File: src/rtl/mem_arb_pkg.sv
`default_nettype none
// ============================================================================
// mem_arb_pkg: shared state encoding, port-owner codes and RAM latency bounds
// Rev 1.0
// ============================================================================
package mem_arb_pkg;

   typedef enum logic [1:0] {
      ST_IDLE  = 2'd0,
      ST_ISSUE = 2'd1,
      ST_WAIT  = 2'd2,
      ST_ACK   = 2'd3
   } arb_state_e;

   localparam logic OWN_CPU = 1'b0;
   localparam logic OWN_DBG = 1'b1;

   localparam int RD_LAT_MIN = 1;
   localparam int RD_LAT_MAX = 3;

   function automatic logic other_port(input logic port);
      return ~port;
   endfunction

endpackage : mem_arb_pkg
`default_nettype wire

File: src/rtl/mem_arb_rr.sv
`default_nettype none
// ============================================================================
// mem_arb_rr: 2-way round-robin picker; on a collision the last owner loses
// Rev 1.0
// ============================================================================
module mem_arb_rr
   import mem_arb_pkg::*;
(
   input  logic req_cpu,
   input  logic req_dbg,
   input  logic last_owner,
   output logic grant_valid,
   output logic winner
);

   always_comb begin
      grant_valid = req_cpu | req_dbg;
      winner      = OWN_CPU;
      if (req_cpu && req_dbg) begin
         winner = other_port(last_owner);
      end else if (req_dbg) begin
         winner = OWN_DBG;
      end
   end

endmodule : mem_arb_rr
`default_nettype wire

File: src/rtl/mem_port_arbiter.sv
`default_nettype none
// ============================================================================
// mem_port_arbiter: shares one synchronous RAM between the CPU and a debug
// port; the debug port exists only when MEM_ARB_DBG_EN is defined. Rev 1.0
// ============================================================================
module mem_port_arbiter
   import mem_arb_pkg::*;
#(
   parameter int ADDR_W = 9,
   parameter int DATA_W = 32,
   parameter int RD_LAT = 1
) (
   input  logic              Clock,
   input  logic              Reset,
   input  logic              cpu_req,
   input  logic              cpu_we,
   input  logic [ADDR_W-1:0] cpu_addr,
   input  logic [DATA_W-1:0] cpu_wdata,
   output logic [DATA_W-1:0] cpu_rdata,
   output logic              cpu_ack,
   input  logic              dbg_req,
   input  logic              dbg_we,
   input  logic [ADDR_W-1:0] dbg_addr,
   input  logic [DATA_W-1:0] dbg_wdata,
   output logic [DATA_W-1:0] dbg_rdata,
   output logic              dbg_ack,
   output logic              mem_en,
   output logic              mem_we,
   output logic [ADDR_W-1:0] mem_addr,
   output logic [DATA_W-1:0] mem_wdata,
   input  logic [DATA_W-1:0] mem_rdata,
   output logic              busy,
   output logic              owner
);

   generate
      if (RD_LAT < RD_LAT_MIN || RD_LAT > RD_LAT_MAX) begin : g_bad_rd_lat
         $error("mem_port_arbiter: RD_LAT must be within 1..3");
      end
   endgenerate

   localparam logic [1:0] LAT_LAST = 2'(RD_LAT - 1);

   arb_state_e        state;
   arb_state_e        next_state;
   logic [1:0]        lat_cnt;
   logic              owner_q;
   logic              we_q;
   logic [ADDR_W-1:0] addr_q;
   logic [DATA_W-1:0] wdata_q;
   logic [DATA_W-1:0] cpu_rdata_q;
   logic              grant_valid;
   logic              winner;
   logic              dbg_req_eff;
   logic              sel_we;
   logic [ADDR_W-1:0] sel_addr;
   logic [DATA_W-1:0] sel_wdata;
   logic              grant;
   logic              rd_done;
   logic              ack_any;

   mem_arb_rr u_rr (
      .req_cpu     (cpu_req),
      .req_dbg     (dbg_req_eff),
      .last_owner  (owner_q),
      .grant_valid (grant_valid),
      .winner      (winner)
   );

`ifdef MEM_ARB_DBG_EN
   logic [DATA_W-1:0] dbg_rdata_q;

   assign dbg_req_eff = dbg_req;

   always_comb begin
      sel_we    = cpu_we;
      sel_addr  = cpu_addr;
      sel_wdata = cpu_wdata;
      if (winner == OWN_DBG) begin
         sel_we    = dbg_we;
         sel_addr  = dbg_addr;
         sel_wdata = dbg_wdata;
      end
   end

   // Owner resets to debug so the CPU wins the first collision.
   always_ff @(posedge Clock) begin
      if (!Reset) begin
         owner_q <= OWN_DBG;
      end else if (grant) begin
         owner_q <= winner;
      end
   end

   always_ff @(posedge Clock) begin
      if (!Reset) begin
         dbg_rdata_q <= '0;
      end else if (rd_done && owner_q == OWN_DBG) begin
         dbg_rdata_q <= mem_rdata;
      end
   end

   assign dbg_rdata = dbg_rdata_q;
   assign dbg_ack   = ack_any && (owner_q == OWN_DBG);
`else
   logic unused_dbg;

   assign unused_dbg  = ^{dbg_req, dbg_we, dbg_addr, dbg_wdata, winner};
   assign dbg_req_eff = 1'b0;
   assign sel_we      = cpu_we;
   assign sel_addr    = cpu_addr;
   assign sel_wdata   = cpu_wdata;
   assign owner_q     = OWN_CPU;
   assign dbg_rdata   = '0;
   assign dbg_ack     = 1'b0;
`endif

   assign grant   = (state == ST_IDLE) && grant_valid;
   assign rd_done = (state == ST_WAIT) && (lat_cnt == LAT_LAST);

   always_ff @(posedge Clock) begin
      if (!Reset) begin
         state <= ST_IDLE;
      end else begin
         state <= next_state;
      end
   end

   always_comb begin
      next_state = state;
      mem_en     = 1'b0;
      mem_we     = 1'b0;
      busy       = 1'b1;
      ack_any    = 1'b0;
      case (state)
         ST_IDLE: begin
            busy = 1'b0;
            if (grant_valid) begin
               next_state = ST_ISSUE;
            end
         end
         ST_ISSUE: begin
            mem_en     = 1'b1;
            mem_we     = we_q;
            next_state = we_q ? ST_ACK : ST_WAIT;
         end
         ST_WAIT: begin
            if (lat_cnt == LAT_LAST) begin
               next_state = ST_ACK;
            end
         end
         ST_ACK: begin
            ack_any    = 1'b1;
            next_state = ST_IDLE;
         end
         default: begin
            next_state = ST_IDLE;
         end
      endcase
   end

   // Request fields are captured at grant so later requester changes are ignored.
   always_ff @(posedge Clock) begin
      if (!Reset) begin
         lat_cnt     <= 2'd0;
         we_q        <= 1'b0;
         addr_q      <= '0;
         wdata_q     <= '0;
         cpu_rdata_q <= '0;
      end else begin
         lat_cnt <= (state == ST_WAIT) ? lat_cnt + 2'd1 : 2'd0;
         if (grant) begin
            we_q    <= sel_we;
            addr_q  <= sel_addr;
            wdata_q <= sel_wdata;
         end
         if (rd_done && owner_q == OWN_CPU) begin
            cpu_rdata_q <= mem_rdata;
         end
      end
   end

   assign mem_addr  = addr_q;
   assign mem_wdata = wdata_q;
   assign owner     = owner_q;
   assign cpu_ack   = ack_any && (owner_q == OWN_CPU);
   assign cpu_rdata = cpu_rdata_q;

endmodule : mem_port_arbiter
`default_nettype wire

File: config.mk
export PLATFORM = sky130hd
export DESIGN_NAME = mem_port_arbiter
export DESIGN_NICKNAME = d
export VERILOG_FILES = /design/src/rtl/mem_arb_pkg.sv /design/src/rtl/mem_arb_rr.sv /design/src/rtl/mem_port_arbiter.sv
export SDC_FILE = /design/constraint.sdc
export NUM_CORES = 1
export LEC_CHECK = 0
export ABC_AREA = 0
export CELL_PAD_IN_SITES_DETAIL_PLACEMENT = 2
export CELL_PAD_IN_SITES_GLOBAL_PLACEMENT = 2
export CORE_UTILIZATION = 34
export DETAILED_ROUTE_END_ITERATION = 16
export DONT_BUFFER_PORTS = 1
export PLACE_DENSITY = 0.84
export RECOVER_POWER = 25
export SYNTH_ARGS = -nofsm -noshare
export SYNTH_HDL_FRONTEND = slang
export SYNTH_SLANG_ARGS = --single-unit
File: constraint.sdc
create_clock -name Clock -period 2.65 [get_ports Clock]
set_input_delay 0.3975 -clock Clock [delete_from_list [all_inputs] [get_ports Clock]]
set_output_delay 0.3975 -clock Clock [all_outputs]
set_load 0.05 [all_outputs]
======== Word level (Yosys, flattened, before mapping) ========
Index checks and enable logic that the tools add are counted.
storage, ports and cells
  output and inout bits ................... 111
  logic and storage cells ................. 26
  bits in registers ....................... 78
  input bits .............................. 120
operators by class
  muxes and demuxes ....................... 8
  add/subtract/negate cells ............... 1
  reduce and logical (&&, ||, !) cells .... 6
  eq/ne operators ......................... 5
operator list
  kind                                                             count
  2-bit one-hot mux with 4 select lines                            1
  1-bit two-way mux                                                5
  2-bit == test, second input constant                             2
  2-bit logical NOT                                                2
  2-bit two-way mux                                                2
  2-bit inequality test, second input constant                     2
  2-bit AND reduction                                              2
  2-bit by 1-bit adder with 2-bit output, second input constant    1
  2-bit by 1-bit == test with 1-bit output, second input constant  1
  1-bit logical AND                                                2

======== Logic depth before layout (Yosys ltp) ========
Gate-level depths: netlist of the first run.
  word-level depth ........................ 3
  depth in mapped cells ................... 7
  gate-level depth less buffers ........... 5

======== By module ========
From an unflattened synthesis of the first run, not the netlist that was laid out.
unflattened totals
  cells, all modules ...................... 391
  area, all modules ....................... 3190.6 um^2
modules (own cells, without submodules)
  module            instances  cells each  seq. area each (um^2)  area an instance (um^2)
  mem_port_arbiter  1          389         1561.5                 3176.8
  mem_arb_rr        1          2           0.0                    13.8

======== Least setup slack after synthesis of the first run ========
Ideal clock, no wire load.
  path type ............................... register -> output
  start ................................... register state[1]
  end ..................................... output mem_we
  data arrival time ....................... 1399 ps
  stages on the path, launching flop included .. 4
  path buffers ............................ 0
  path slack .............................. 853 ps
  required time ........................... 2253 ps
  cells stage by stage .................... dfxtp_1 inv_1 ha_1 and2_1
on the way
  cells in the longest elaborated chain, start to end .. 2
ends and longest elaborated chain
  what                                      RTL line                 RTL
  from (decl)                               mem_port_arbiter.sv:44   arb_state_e state;
  from (signal assigned)                    mem_port_arbiter.sv:125  state <= next_state;
  2-bit by 1-bit == test with 1-bit output  mem_port_arbiter.sv:135  case (state)
  1-bit two-way mux                         mem_port_arbiter.sv:135
  to (decl)                                 mem_port_arbiter.sv:28   output logic mem_we,
Every way passes these cells.

======== Worst setup path in the final report of the first run ========
Ends and elaborated chain as after synthesis.

==> results of run 1 <==
-- where the power goes --
group          switching [mW]  leakage [nW]  internal, mW
Clock                   0.419         0.109         0.578
Sequential              0.893         0.636          1.40
Combinational           0.768         0.478         0.285
-- worst max path at each step --
| stage | end | slack, ns | cells after the start |
|---|---|---|---|
| finish | mem_we | 0.36 | 3 |
| floorplan | mem_we | 0.85 | 3 |
| detailed placement | state[0] | 0.57 | 5 |
| global route | mem_we | 0.29 | 3 |
| CTS | mem_we | 0.32 | 3 |
| global placement | state[0] | 0.72 | 5 |
-- cell families (layout without fill, tap and decap cells) --
family | after synthesis | after routing | synth area share [%]
AO/OA/AOI/OAI | 78 | 78 | 14.35
other | 1 | 34 | 0.1168
flip-flops | 78 | 78 | 48.66
buffers and inverters | 65 | 28 | 14.15
adder cells (fa/ha/maj) | 6 | 6 | 2.339
AND/OR/NAND/NOR | 161 | 161 | 20.39
-- Yosys cell counts --
| master | instances |
|---|---|
| buf_1 | 1 |
| buf_6 | 7 |
| o31ai_1 | 1 |
| and2_1 | 3 |
| buf_2 | 9 |
| o221ai_1 | 1 |
| buf_4 | 36 |
| nor3_1 | 1 |
| nor2b_1 | 2 |
| nor3b_1 | 1 |
| o21ai_0 | 1 |
| dfxtp_1 | 78 |
| a21oi_2 | 17 |
| a21oi_1 | 58 |
| clkbuf_1 | 4 |
| nor4_1 | 1 |
| nor2_1 | 1 |
| inv_1 | 7 |
| conb_1 | 1 |
| buf_8 | 1 |
| and3_1 | 1 |
| nand2_1 | 140 |
| nand2b_1 | 1 |
| nand2_2 | 10 |
| ha_1 | 6 |
-- final cells by class --
cell class	instances	area, um^2	share of cell area (%)
Tap cell	111	138.9	4.192
Clock inverter	3	67.56	2.039
Sequential cell	78	1562	47.13
Multi-Input combinational cell	279	1319	39.80
Clock buffer	12	155.1	4.683
Inverter	7	26.28	0.7931
Timing Repair Buffer	6	45.04	1.360
-- layer usage --
metal	vias up	GRT usage (%)
li1	1144	-
met1	1111	15.72
met2	105	30.34
met3	8	6.254
met4	0	6.109
met5	-	0
-- flip-flops by register name, indices dropped and copies added (netlist names) --
name and flops:
mem_addr 9, mem_wdata 32, cpu_rdata 32, state 2, we_q 1, lat_cnt 2
-- cells in the final DEF (no fill, tap or decap) --
cell | Yosys | layout
buf_4 | 36 | 6
inv_2 | 0 | 1
and2_2 | 0 | 1
nand2_2 | 10 | 10
bufinv_16 | 0 | 2
a21oi_2 | 17 | 17
inv_1 | 7 | 6
o31ai_1 | 1 | 1
clkinvlp_4 | 0 | 1
and2_1 | 3 | 2
clkbuf_1 | 4 | 1
nor3b_1 | 1 | 1
o21ai_0 | 1 | 1
ha_1 | 6 | 6
nor4_1 | 1 | 1
dfxtp_1 | 78 | 78
nor3_1 | 1 | 1
nor2b_1 | 2 | 2
nand2b_1 | 1 | 1
o221ai_1 | 1 | 1
clkbuf_8 | 0 | 11
nand2_1 | 140 | 140
conb_1 | 1 | 34
nor2_1 | 1 | 1
and3_1 | 1 | 1
a21oi_1 | 58 | 58
-- worst max-delay path, delay by kind of cell, from the launching register on --
kind | cells | cell delay [ns]
DFF | 1 | 0.35
and+or+nand+nor | 1 | 0.55
adders and majority gates | 1 | 0.51
buffers and inverters | 1 | 0.14
-- through the flow --
step | std cells | cell area [um^2] | utilization, %
after floorplan | 422 | 3333 | -
after global placement | 481 | 3090 | 33.61
after detailed placement | 481 | 3090 | 33.61
after CTS | 496 | 3313 | 36.03
after global routing | 496 | 3313 | 36.03
final | 496 | 3313 | 36.03
==> results.toml, run 1 <==
[clock_tree]
cts_hold_buffers = 0
cts_resized = 0
cts_buffers = 9
cts_buffer_depth = 2
postCtsSetupBuffers = 0
clock-sinks = 78
clock_tree.root_cell = "clkbuf_8"
cts-htree-levels = 3
path_clk_slew_ns = 0.08
cts_tree = "built"
worstSkewPairLatency_ns = 0.34

[setup_path]
cp_max_fo = 5
critPathSlowestCell = "and2_1"
worstPathRequired_ns = 2.25
worstSetupPathType = "reg -> out"
cp-startpoint = "state[1]"
endpoint_kind = "output port"
r2r-start = "state[1]"
critical_path.startpoint_type = "flip-flop"
worstPathArrival_ns = 1.89
r2r_cells = 5
r2r_end = "state[0]"
max_stage_delay_ns = 0.55
crit_chain = "inv_1 -> ha_1 -> and2_1"
rrSetupSlack_ns = 0.56

[timing]
setup_ws_ns = 0.3577
max_slew_margin_pct = 63.23
worst_slew_pin_slew_ns = 0.5508
slew_violations = 0
fmax_ghz = 0.4362
grt_setup_unrepaired = "no"
timing.final.crit_share_pct = 86.50
tns_ns = 0
clock_skew_ns = 0.01015
finalHoldViolations = 0
timing.hold.ws_ns = 0.1777
fin_crit_ns = 2.292
setup_viol = 0

[drt]
drcViolationCount = 0
vias_per_cell = 4.774
first_pass_iters = 4
highest_layer = "met4"
met3_length_um = 787
ant_nets = 0
wl_met2_um = 4186
dr_total_vias = 2368
m1WireLength_um = 2841
drtIter0Drc = 37
wire_per_inst_um = 15.94
wirelength_um = 7905

[floorplan]
die_y_um = 99.16
boundaryPins = 231
dieArea_um2 = 9832
initial_core_util_pct = 34.90
coreArea_um2 = 9196
dieWidth_um = 99.16
num_rows = 35

[worst_hold_path]
holdPathEnd = "mem_addr[6]"
hold_class = "in -> reg"
hp-start = "cpu_addr[6]"
holdPathStages = 2

[global_route]
antenna_found_initial = 0
grt_overflow_total = 0
grt_pass1_wl_um = 12450
grt_pass1_vias = 2585
grt_max_degree = 43
grt_util_all_layers_pct = 16.04

[logic_synthesis]
synth_cells = 389
synth.top_cell.area_share_pct = 48.65
synth_seq_cells = 78
synth-seq-area-share_pct = 48.65
netlist_top_cells_area = "dfxtp_1 (49%), nand2_1 (16%), a21oi_1 (9.0%), buf_4 (8.4%), a21oi_2 (4.6%)"
yosysTopAreaCell = "dfxtp_1"
synth.distinct_cells = 25
yosysWarnings = 0
syn_area_um2 = 3209
syn_area_per_cell_um2 = 8.250

[run]
cap_violations = 0

[pwr]
p_leak_nw = 1.223
power_mw = 4.348
powerDensity_nw_per_um2 = 1312
irDropWorstVdd_mv = 0.3250

[final_layout]
area_delta_synth_final_pct = 3.236
final_nets = 507
drive_above_1_share_pct = 12.73
fillCellCount = 1065
antenna_cells = 0

[placement]
post-place-ws_ns = 0.5711
io_buffers = 0
gp_congestion = 0.6493
place_hpwl_um = 5799

[outcome]
status = "finished clean"
(Power assumes the default switching activity.)
==> run 2, diff against run 1 <==
--- a/config.mk
+++ b/config.mk
@@ -8,6 +8,7 @@
 export ABC_AREA = 0
 export CELL_PAD_IN_SITES_DETAIL_PLACEMENT = 2
 export CELL_PAD_IN_SITES_GLOBAL_PLACEMENT = 2
+export CORE_MARGIN = 5
 export CORE_UTILIZATION = 34
 export DETAILED_ROUTE_END_ITERATION = 16
 export DONT_BUFFER_PORTS = 1
@@ -15,4 +16,5 @@
 export RECOVER_POWER = 25
 export SYNTH_ARGS = -nofsm -noshare
 export SYNTH_HDL_FRONTEND = slang
+export SYNTH_HIERARCHICAL = 1
 export SYNTH_SLANG_ARGS = --single-unit
==> constraint.sdc (replaced) <==
create_clock -name Clock -period 2.65 [get_ports Clock]
set_input_delay 0.265 -clock Clock [delete_from_list [all_inputs] [get_ports Clock]]
set_output_delay 0.265 -clock Clock [all_outputs]
set_load 0.05 [all_outputs]
==> run 2 against run 1 <==
  * Flip-flop and latch count stayed put
  * Count of clock-buffer cells in the layout is 3 lower
  * Non-clock buffer count is 1 lower
  * Sequential share of layout area is 0.65 points higher
  * Global-route usage is 1.2 points lower
  * Cell area is 1.4% lower
  * Total power is 0.34% higher
  * Worst setup slack better by 0.26 ns
  * Sequential power is 3% higher
  * Critical path type unchanged
  * Largest cell class unchanged
==> results.toml, run 2 <==
[outcome]
status = "finished clean"

[drt]
drtIter0Drc = 73
wirelength_um = 8683
vias_per_cell = 4.778
dr_total_vias = 2370
drcViolationCount = 0
first_pass_iters = 4
wire_per_inst_um = 17.51
ant_nets = 0

[setup_path]
crit_chain = "inv_1 -> ha_1 -> and2_1 -> buf_4"
rrSetupSlack_ns = 0.80
critical_path.startpoint_type = "flip-flop"
r2r_cells = 6
critPathSlowestCell = "ha_1"
worstPathRequired_ns = 2.38
r2r-start = "state[1]"
worstSetupPathType = "reg -> out"
max_stage_delay_ns = 0.54
cp-startpoint = "state[1]"
cp-endpoint = "mem_we"
endpoint_kind = "output port"
cp_max_fo = 5
r2r_end = "state[0]"
worstPathArrival_ns = 1.77

[clock_tree]
postCtsSetupBuffers = 0
worstSkewPairLatency_ns = 0.34
cts_resized = 0
cts_buffer_depth = 2
cts-htree-levels = 3
clock-sinks = 78
cts_tree = "built"
path_clk_slew_ns = 0.08
cts_hold_buffers = 0
clock_tree.root_cell = "clkbuf_8"
cts_buffers = 9

[worst_hold_path]
holdPathStages = 2
hold_class = "in -> reg"

[timing]
slew_violations = 0
worst_slew_pin_slew_ns = 0.8919
setup_viol = 0
tns_ns = 0
clock_skew_ns = 0.01001
finalHoldViolations = 0
grt_setup_unrepaired = "no"
max_slew_margin_pct = 40.54
timing.final.crit_share_pct = 76.61
fin_crit_ns = 2.030
fmax_ghz = 0.4926

[final_layout]
multiInputGateArea_um2 = 1303
finalCoreUtilization_pct = 35.54
antenna_cells = 0
regArea_um2 = 1562
fillCellCount = 1077
final_cell_mix = "nand2_1 (140), dfxtp_1 (78), a21oi_1 (65)"
final_nets = 508
final_cells = 496
area_delta_synth_final_pct = 2.673
drive_above_1_share_pct = 10.65
layout_commonest_cell = "nand2_1"

[global_route]
grt_util_all_layers_pct = 14.88
grt_max_degree = 43
grt_overflow_total = 0
grt_pass1_vias = 2625
grt_pass1_wl_um = 13380
antenna_found_initial = 0

[floorplan]
num_rows = 35
initial_core_util_pct = 34.61
dieWidth_um = 106.8
coreArea_um2 = 9196
boundaryPins = 231
die_y_um = 106.8
dieArea_um2 = 11400

[logic_synthesis]
syn_area_per_cell_um2 = 8.162
yosysWarnings = 6
syn_area_um2 = 3183
synth_cells = 390

[pwr]
p_leak_nw = 1.243
irDropWorstVdd_mv = 0.3837
power_mw = 4.362
powerDensity_nw_per_um2 = 1335

[placement]
io_buffers = 0
place_hpwl_um = 6583
placed_cells = 482
gp_congestion = 0.6908

[run]
cap_violations = 0
## run 2: routing by layer
metal | global-route usage, % | share of wire, % | routed length [um]
met2 | 27.25 | 53 | 4605
met3 | 5.780 | 9.4 | 817
met4 | 4.840 | 1.4 | 118
met5 | 0 | 0 | 0
met1 | 15.53 | 36 | 3142
## run 2: worst min path at each step
| stage | start | end |
|---|---|---|
| after floorplan | cpu_wdata[10] | mem_wdata[10] |
| after global placement | cpu_wdata[12] | mem_wdata[12] |
| after detailed placement | cpu_wdata[10] | mem_wdata[10] |
| after CTS | cpu_wdata[10] | mem_wdata[10] |
| after global routing | cpu_wdata[10] | mem_wdata[10] |
| final | cpu_wdata[10] | mem_wdata[10] |
## run 2: power by group
group	internal (mW)	leakage [nW]	switching (mW)	total, mW
Combinational	0.320	0.514	0.835	1.15
Sequential	1.42	0.638	0.950	2.37
Clock	0.420	0.0907	0.419	0.839
Total	2.16	1.24	2.20	4.36
## run 2: per-stage QoR
stage	cell area, um^2	hold WS [ns]	setup WS [ns]
final	3268	0.04309	0.6199
after global routing	3268	0.01580	0.5261
after CTS	3268	0.02119	0.5740
after global placement	3092	0.3942	0.8374
after floorplan	3311	0.3919	0.8819
after detailed placement	3092	0.3994	0.7612
## run 2: critical path, delay by kind of cell (launching register included)
family	cells	cell delay (ns)
flip-flops	1	0.35
buffers and inverters	2	0.33
AND/OR/NAND/NOR	1	0.21
adder cells (fa/ha/maj)	1	0.54
## run 2: layout make-up
cell class | instances | area share, %
sequential | 78 | 47.78
multi-input combinational | 281 | 39.85
tap | 111 | 4.250
clock buffer | 9 | 3.790
timing repair buffer | 5 | 1.914
clock inverter | 5 | 1.608
inverter | 7 | 0.8040
==> run 3, diff against run 2 <==
--- a/config.mk
+++ b/config.mk
@@ -9,10 +9,10 @@
 export CELL_PAD_IN_SITES_DETAIL_PLACEMENT = 2
 export CELL_PAD_IN_SITES_GLOBAL_PLACEMENT = 2
 export CORE_MARGIN = 5
-export CORE_UTILIZATION = 34
+export CORE_UTILIZATION = 31
 export DETAILED_ROUTE_END_ITERATION = 16
 export DONT_BUFFER_PORTS = 1
-export PLACE_DENSITY = 0.84
+export PLACE_DENSITY = 0.78
 export RECOVER_POWER = 25
 export SYNTH_ARGS = -nofsm -noshare
 export SYNTH_HDL_FRONTEND = slang
==> constraint.sdc (replaced) <==
create_clock -name Clock -period 2 [get_ports Clock]
set_input_delay 0.2 -clock Clock [delete_from_list [all_inputs] [get_ports Clock]]
set_output_delay 0.2 -clock Clock [all_outputs]
set_load 0.05 [all_outputs]
==> run 3 against run 2 <==
  * Hold slack improved by 0.21 ns
  * Via count increased by 16%
  * Core utilization rose by 5.0 points
  * Largest cell class unchanged
  * Cell area increased by 26%
  * Sequential power increased by 34%
  * Routed wire length increased by 28%
  * Global-route usage up 3.1 points
  * Clock skew hardly changed
  * Non-clock buffer count rose by 80
  * Cell count up 22%
  * Flip-flop and latch count unchanged
  * Critical path type unchanged
  * Sequential share of layout area fell by 9.9 points
==> results.toml, run 3 (synthesis gave the netlist of run 2 again) <==
[worst_hold_path]
hold_class = "in -> reg"

[timing]
timing.hold.ws_ns = 0.2491
tns_ns = 0
slew_violations = 0
worst_slew_pin_slew_ns = 0.5683
max_slew_margin_pct = 62.06
finalHoldViolations = 0
fmax_ghz = 0.5973
timing.final.crit_share_pct = 83.70
clock_skew_ns = 0.009910
fin_crit_ns = 1.674
setup_viol = 0
grt_setup_unrepaired = "no"

[clock_tree]
path_clk_slew_ns = 0.08
cts-htree-levels = 3
cts_buffer_depth = 2
cts_tree = "built"
worstSkewPairLatency_ns = 0.35
clock_tree.root_cell = "clkbuf_8"
cts_resized = 0
cts_buffers = 9
clock-sinks = 78

[final_layout]
final_nets = 588
final_cell_mix = "nand2_1 (140), dfxtp_1 (78), dlygate4sd3_1 (75)"
multiInputGateArea_um2 = 1303
finalCoreUtilization_pct = 40.50
layout_commonest_cell = "nand2_1"
fillCellCount = 1131
regArea_um2 = 1562
drive_above_1_share_pct = 9.850
fin_area_um2 = 4125
antenna_cells = 0
area_delta_synth_final_pct = 29.60

[outcome]
status = "finished clean"

[setup_path]
cp_max_fo = 5
worstPathArrival_ns = 1.47
critPathSlowestCell = "dfxtp_1"
worstPathRequired_ns = 1.80
endpoint_kind = "output port"
crit_chain = "inv_1 -> ha_1 -> and2_1 -> buf_4"
max_stage_delay_ns = 0.42
worst-path-buf-inv = 2
worstSetupPathType = "reg -> out"
critical_path.startpoint_type = "flip-flop"
critPathTopFamily = "flip-flops"

[pwr]
power_mw = 6.180
irDropWorstVdd_mv = 0.5550
p_leak_nw = 1.594
powerDensity_nw_per_um2 = 1498

[drt]
drtIter0Drc = 109
vias_per_cell = 4.547
drcViolationCount = 0
ant_nets = 0
first_pass_iters = 4
wirelength_um = 11150
wire_per_inst_um = 18.49
dr_total_vias = 2742

[floorplan]
boundaryPins = 231
num_rows = 37
initial_core_util_pct = 31.25
dieWidth_um = 111.3
die_y_um = 111.3
dieArea_um2 = 12390
coreArea_um2 = 10180

[global_route]
grt_pass1_wl_um = 17860
grt_max_degree = 41
grt_util_all_layers_pct = 18.01
grt_overflow_total = 0
grt_pass1_vias = 3243
antenna_found_initial = 0

[placement]
place_hpwl_um = 6661
gp_congestion = 0.7405
io_buffers = 0
placed_area_um2 = 3173

[run]
cap_violations = 0
## run 3: cell types whose count changed in the layout (fill, tap and decap cells not counted)
cell | before | now
buf_4 | 3 | 7
dlygate4sd3_1 | 0 | 75
clkbuf_8 | 9 | 11
clkbuf_1 | 0 | 2
buf_12 | 2 | 3
clkinv_2 | 3 | 1
## run 3: worst register-to-register path, cell delays in order, from the launching register on
cell and delay, ns:
dfxtp_1 0.41, inv_1 0.13, ha_1 0.26, nand2_1 0.08
buf_4 0.34, nand2_1 0.12, a21oi_1 0.22
## run 3: what timing repair did
action / in CTS / in global routing
endpoints found under the hold margin: 75 / 0
hold buffers: 75 / 0
setup buffers: 0 / 0
## run 3: worst paths after layout
kind               from  depth (start not counted)  slack (ns)             to
min reg2reg  lat_cnt[0]                          1        0.43     lat_cnt[0]
min               Reset                          2        0.25  cpu_rdata[28]
max reg2reg    state[0]                          6        0.36  cpu_rdata[26]
max            state[1]                          4        0.33         mem_we
## run 3: layer usage
metal | track usage (%) | vias to the layer above | wire, um
li1 | - | 1310 | -
met1 | 17.58 | 1330 | 3747
met2 | 35.67 | 95 | 6460
met3 | 6.630 | 7 | 848
met4 | 4.136 | 0 | 90
met5 | 0 | - | 0
## run 3: final cells by class
class | count | area share (%)
clock buffers | 13 | 3.852
clock inverters | 3 | 1.031
inverters | 7 | 0.6369
multi-input cells | 281 | 31.57
flip-flops and latches | 78 | 37.85
well taps | 136 | 4.125
repair buffers | 85 | 20.93
## run 3: per-stage QoR
step | setup slack, ns | cells
after floorplan | 0.2319 | 424
after global placement | 0.5637 | 512
after detailed placement | 0.4499 | 512
after CTS | 0.2863 | 603
after global routing | 0.2150 | 603
final | 0.3259 | 603
## run 3: where the power goes
| part | total (mW) | switching, mW | internal, mW |
|---|---|---|---|
| clock network | 1.23 | 0.585 | 0.645 |
| logic | 1.78 | 1.19 | 0.589 |
| registers | 3.17 | 1.29 | 1.88 |
